## config.mk

```make
export PLATFORM = sky130hd
export DESIGN_NAME = half_adder2
export DESIGN_NICKNAME = d
export VERILOG_FILES = /design/src/rtl/half_adder2.sv
export SDC_FILE = /design/constraint.sdc
export NUM_CORES = 1
export LEC_CHECK = 0
export ABC_AREA = 1
export CAP_MARGIN = 10
export CORE_UTILIZATION = 25
export CTS_CLUSTER_DIAMETER = 80
export DETAILED_ROUTE_END_ITERATION = 12
export PLACE_DENSITY = 0.52
export SYNTH_ARGS = -nofsm -noshare
export SYNTH_HDL_FRONTEND = slang
export SYNTH_SLANG_ARGS = --single-unit
```

## constraint.sdc

```tcl
create_clock -name clk -period 1.57 [get_ports clk]
set_input_delay 0.157 -clock clk [delete_from_list [all_inputs] [get_ports clk]]
set_output_delay 0.157 -clock clk [all_outputs]
set_load 0.1 [all_outputs]
```

## src/rtl/half_adder2.sv

```systemverilog
`timescale 1ns/1ns
// -----------------------------------------------------------------------------
// half_adder2
//   Single-bit half adder with two views of the same result:
//     * a zero-cycle gate-level path (sum/carry), each output one gate primitive
//       with GATE_DELAY of modelled delay, so a full adder built from two of
//       these plus an OR gate stays purely combinational;
//     * a registered copy (sum_q/carry_q/out_valid) with saturating activity
//       counters for pipelined users and bring-up visibility.
//
//   Optional self-check: define HALFADDER2_CHECK_EN to build a checker that
//   compares the gate outputs against a+b on accepted cycles and raises a
//   sticky err. Without the macro err is tied low and no checker is built.
//
// Parameters
//   GATE_DELAY  simulation delay per gate primitive (ignored by synthesis)
//   CNT_W       width of op_count / carry_count
//
// Ports
//   clk          rising-edge clock
//   rst          synchronous active-high reset (overrides every other input)
//   a, b         addend bits
//   sum, carry   combinational a^b / a&b through one delayed gate each
//   in_valid     qualifies a/b for the registered stage and the counters
//   cnt_clr      synchronous clear of both counters (wins over increment)
//   sum_q        registered sum
//   carry_q      registered carry
//   out_valid    in_valid delayed by one cycle
//   op_count     saturating count of accepted operations
//   carry_count  saturating count of accepted operations with carry=1
//   err          sticky self-check error (0 unless HALFADDER2_CHECK_EN)
//
// Valid semantics: a cycle is accepted whenever in_valid=1 at the rising edge
// with rst=0. There is no ready/back-pressure; every valid cycle is taken and
// appears on sum_q/carry_q with out_valid=1 exactly one cycle later.
// -----------------------------------------------------------------------------
module half_adder2 #(
  parameter int GATE_DELAY = 50,
  parameter int CNT_W      = 16
) (
  input  logic             clk,
  input  logic             rst,
  input  logic             a,
  input  logic             b,
  output logic             sum,
  output logic             carry,
  input  logic             in_valid,
  input  logic             cnt_clr,
  output logic             sum_q,
  output logic             carry_q,
  output logic             out_valid,
  output logic [CNT_W-1:0] op_count,
  output logic [CNT_W-1:0] carry_count,
  output logic             err
);

  localparam logic [CNT_W-1:0] CNT_MAX = '1;

  // Gate-level combinational path with modelled delay.
  xor #(GATE_DELAY) u_sum_gate   (sum, a, b);
  and #(GATE_DELAY) u_carry_gate (carry, a, b);

  // Zero-delay copy feeding the registers, so what gets captured never depends
  // on how GATE_DELAY relates to the clock period.
  logic sum_i;
  logic carry_i;
  assign sum_i   = a ^ b;
  assign carry_i = a & b;

  always_ff @(posedge clk) begin
    if (rst) begin
      sum_q       <= 1'b0;
      carry_q     <= 1'b0;
      out_valid   <= 1'b0;
      op_count    <= '0;
      carry_count <= '0;
    end else begin
      out_valid <= in_valid;
      if (in_valid) begin
        sum_q   <= sum_i;
        carry_q <= carry_i;
      end
      // Clear wins over increment: the operation in a clear cycle is dropped.
      if (cnt_clr) begin
        op_count    <= '0;
        carry_count <= '0;
      end else if (in_valid) begin
        if (op_count != CNT_MAX) begin
          op_count <= op_count + 1'b1;
        end
        // carry_count only moves on cycles op_count also counts and both
        // saturate at the same ceiling, so carry_count <= op_count holds.
        if (carry_i && (carry_count != CNT_MAX)) begin
          carry_count <= carry_count + 1'b1;
        end
      end
    end
  end

`ifdef HALFADDER2_CHECK_EN
`ifndef SYNTHESIS
  // Time of the most recent change on either input. The gate outputs are only
  // trustworthy once the inputs have been quiet for a full GATE_DELAY.
  realtime last_chg = 0.0;
  always @(a or b) last_chg = $realtime;

  function automatic logic inputs_settled();
    return ($realtime - last_chg) >= GATE_DELAY;
  endfunction
`else
  function automatic logic inputs_settled();
    return 1'b1;
  endfunction
`endif

  logic [1:0] ref_sum;
  assign ref_sum = {1'b0, a} + {1'b0, b};

  always_ff @(posedge clk) begin
    if (rst) begin
      err <= 1'b0;
    end else if (in_valid && inputs_settled() && ({carry, sum} != ref_sum)) begin
      err <= 1'b1;
`ifndef SYNTHESIS
      $display("half_adder2 error: a=%b b=%b gate out {carry,sum}=%b expected %b",
               a, b, {carry, sum}, ref_sum);
`endif
    end
  end
`else
  assign err = 1'b0;
`endif

endmodule

```

==> report_table.html <==
<table>
<tr><th>Metric</th><th>Value</th></tr>
<tr><th colspan="2">Power</th></tr>
<tr><td>Highest ir drop seen on vdd</td><td>0.299 mV</td></tr>
<tr><td>Leak pwr</td><td>1.20 nW</td></tr>
<tr><td>Pwr Total</td><td>1.95 mW</td></tr>
<tr><td>Power density over cell area</td><td>613 mW/mm^2</td></tr>
<tr><th colspan="2">Finish</th></tr>
<tr><td>Post-route design area</td><td>0.00319 mm^2</td></tr>
<tr><td>Most common cell after layout, fill and taps aside</td><td>sky130_fd_sc_hd__nand2_1</td></tr>
<tr><td>Layout cell share with drive strength beyond 1</td><td>32.9%</td></tr>
<tr><td>Commonest non-fill, non-tap cells in the layout</td><td>sky130_fd_sc_hd__nand2_1, sky130_fd_sc_hd__nor2_1, sky130_fd_sc_hd__buf_12</td></tr>
<tr><td>Syn-to-layout area delta</td><td>60.9%</td></tr>
<tr><td>Inserted Diodes</td><td>0</td></tr>
<tr><td>Final #Nets</td><td>373</td></tr>
<tr><th colspan="2">GRT</th></tr>
<tr><td>Overall global routing resource usage</td><td>12.9%</td></tr>
<tr><td>Number of global-route vias before repair</td><td>1,862</td></tr>
<tr><td>Grt ovf</td><td>0</td></tr>
<tr><td>Initial antenna violation count</td><td>0</td></tr>
<tr><td>Global-route wire length before repair</td><td>8660 um</td></tr>
<tr><td>Pin count of the biggest net entering global routing</td><td>21</td></tr>
<tr><th colspan="2">Logic synthesis</th></tr>
<tr><td>#FFs+latches synth</td><td>35</td></tr>
<tr><td>Post-synthesis net count</td><td>316</td></tr>
<tr><td>Number of distinct library cells after synthesis</td><td>29</td></tr>
<tr><td>Area of the mapped netlist</td><td>0.00198 mm^2</td></tr>
<tr><td>Cells after Synth</td><td>307</td></tr>
<tr><td>Syn Area/Cell</td><td>6.46 um^2</td></tr>
<tr><td>Yosys warning count</td><td>0</td></tr>
<tr><td>Proportion of synthesized chip area in sequential cells</td><td>35.4%</td></tr>
<tr><th colspan="2">Worst setup path</th></tr>
<tr><td>Critical path required time</td><td>1750 ps</td></tr>
<tr><td>CP startpoint kind</td><td>flop</td></tr>
<tr><td>Maximum net fanout on the critical path</td><td>5</td></tr>
<tr><td>Classification of the worst setup path</td><td>reg -&gt; reg</td></tr>
<tr><td>Reg-to-reg setup timing slack</td><td>140 ps</td></tr>
<tr><td>Setup crit end kind</td><td>flop</td></tr>
<tr><td>Arr. time, crit path</td><td>1610 ps</td></tr>
<tr><th colspan="2">Drt</th></tr>
<tr><td>Length of the first detailed-routing pass in iterations</td><td>4</td></tr>
<tr><td>Residual DRC</td><td>0</td></tr>
<tr><td>Per-cell routed wire length</td><td>10.7 um</td></tr>
<tr><td>Antenna Violating Nets Remaining</td><td>0</td></tr>
<tr><td>Detailed-route via count</td><td>2,022</td></tr>
<tr><td>Detailed-route wire length</td><td>4980 um</td></tr>
<tr><td>DRC marker count from the first detailed-route iteration</td><td>102</td></tr>
<tr><td>Vias per Instance</td><td>4.33</td></tr>
<tr><th colspan="2">Floorplanning</th></tr>
<tr><td>Number of placed I/O pins</td><td>44</td></tr>
<tr><td>Die outline height</td><td>91.0 um</td></tr>
<tr><td>Core ar.</td><td>0.00769 mm^2</td></tr>
<tr><td>Initial Utilization</td><td>25.8%</td></tr>
<tr><td>Die footprint</td><td>0.00829 mm^2</td></tr>
<tr><td>Number of cell rows</td><td>32</td></tr>
<tr><td>Die width</td><td>91.0 um</td></tr>
<tr><th colspan="2">Timing</th></tr>
<tr><td>Achievable Freq</td><td>700 MHz</td></tr>
<tr><td>Minimum clock period</td><td>1430 ps</td></tr>
<tr><td>Worst Clk Skew</td><td>11.5 ps</td></tr>
<tr><td>Final setup violation count</td><td>0</td></tr>
<tr><td>Final Hold Fails</td><td>0</td></tr>
<tr><td>Worst hold slack</td><td>496 ps</td></tr>
<tr><td>Fin. max-slew vios</td><td>0</td></tr>
<tr><td>Final clock period utilization by the worst path</td><td>91.0%</td></tr>
<tr><td>Setup repair after global routing missed its margin</td><td>false</td></tr>
<tr><td>Minimum setup slack in the final design</td><td>141 ps</td></tr>
<tr><th colspan="2">CTS</th></tr>
<tr><td>Clock tree sinks</td><td>35</td></tr>
<tr><td>Hold buffer count at CTS</td><td>0</td></tr>
<tr><td>Maximum clock path buffer count</td><td>2</td></tr>
<tr><td># H-tree levels</td><td>2</td></tr>
<tr><td>Later-pin clock latency in the skew report</td><td>300 ps</td></tr>
<tr><td>Clock tree root driver cell</td><td>sky130_fd_sc_hd__clkbuf_8</td></tr>
<tr><td>TritonCTS clock tree</td><td>yes</td></tr>
<tr><td>Clock transition at the registers of the reported paths</td><td>80 ps</td></tr>
<tr><td>Number of buffers created by CTS</td><td>5</td></tr>
<tr><th colspan="2">Status</th></tr>
<tr><td>Outcome</td><td>complete, no violations</td></tr>
<tr><th colspan="2">Run</th></tr>
<tr><td>Maximum capacitance violations</td><td>0</td></tr>
<tr><th colspan="2">Place</th></tr>
<tr><td>Pre-CTS setup slack</td><td>-35.6 ps</td></tr>
<tr><td>RD Place Congestion</td><td>0.809</td></tr>
<tr><td>Area after detailed placement</td><td>0.00307 mm^2</td></tr>
<tr><td>Dpl hpwl</td><td>3780 um</td></tr>
<tr><td>Number of port buffers</td><td>42</td></tr>
<tr><th colspan="2">Worst hold path</th></tr>
<tr><td>Type of the most critical hold path</td><td>reg -&gt; reg</td></tr>
</table>
kinds of logic after synthesis:
family          share of synthesized area [%]
simple gates                             45.1
buf+inv                                  7.76
flops                                    35.4
compound gates                           7.07
xor+xnor                                 2.65
fa+ha+maj                                1.89
other cells                             0.189
through the flow:
step	util, %	instances	setup TNS [ps]
after detailed placement	39.9	459	-66.4
after floorplan	-	307	0
after CTS	41.4	467	0
final	41.5	467	0
after global routing	41.5	467	0
after global placement	39.9	459	0
synthesized netlist by cell type (all sizes together):
library cell  count  area share [%]
conb              1            0.19
clkbuf            1            0.19
buf               5             2.0
clkinv            2            0.44
nand4             6             2.2
o21ai             6             1.5
nand2            99              21
nor3b             1            0.38
xor2              3             1.3
xnor2             3             1.3
nand3b            1            0.38
inv              27             5.1
nand3            23             5.8
a21oi            22             5.6
dfxtp            35              35
ha                3             1.9
nor2             65              15
nor3              4             1.0
final timing paths:
path	cells after the start	endpoint	start
setup reg to reg	8	op_count[1]	op_count[0]
hold reg to reg	2	carry_q	carry_q
setup / recovery	8	op_count[1]	op_count[0]
hold / removal	2	carry_q	carry_q
critical path, stage by stage, from the launching register on:
cell and delay [ps]:
sky130_fd_sc_hd__dfxtp_4 380, sky130_fd_sc_hd__ha_1 210, sky130_fd_sc_hd__inv_1 70, sky130_fd_sc_hd__nor2_2 130
sky130_fd_sc_hd__nand2_1 100, sky130_fd_sc_hd__nor2_4 150, sky130_fd_sc_hd__nor2_1 90, sky130_fd_sc_hd__o21ai_0 140
sky130_fd_sc_hd__nor2_1 50
sequential cells by signal (all words and copies together) (netlist names):
signal       cells
carry_count     16
out_valid        1
carry_q          1
op_count        16
sum_q            1
layout make-up:
class                      instances  area, um^2
clock buffer                       5        68.8
clock inverter                     3        43.8
fill                             796        4500
inverter                          29         110
multi-input combinational        237        1150
sequential                        35         781
tap                              102         128
timing repair buffer              56         908
routing by layer:
layer / vias up / GRT usage (%) / part of all wire (%) / routed length (um)
met5: - / 0 / 0 / 0
met4: 0 / 4.89 / 1.3 / 66
met3: 7 / 3.02 / 3.9 / 196
met2: 38 / 20.4 / 44 / 2210
met1: 893 / 17.1 / 50 / 2510
li1: 1084 / - / - / -
report_power, final:
group          switching [mW]  internal (mW)  total, mW
Sequential             0.0103          0.869      0.879
Combinational           0.154         0.0857      0.239
Clock                   0.362          0.473      0.835
repair_timing:
action / CTS / global route
setup endpoints to repair: 0 / 3
resized for setup: 0 / 2
setup buffers: 0 / 0
(Power assumes the default switching activity.)
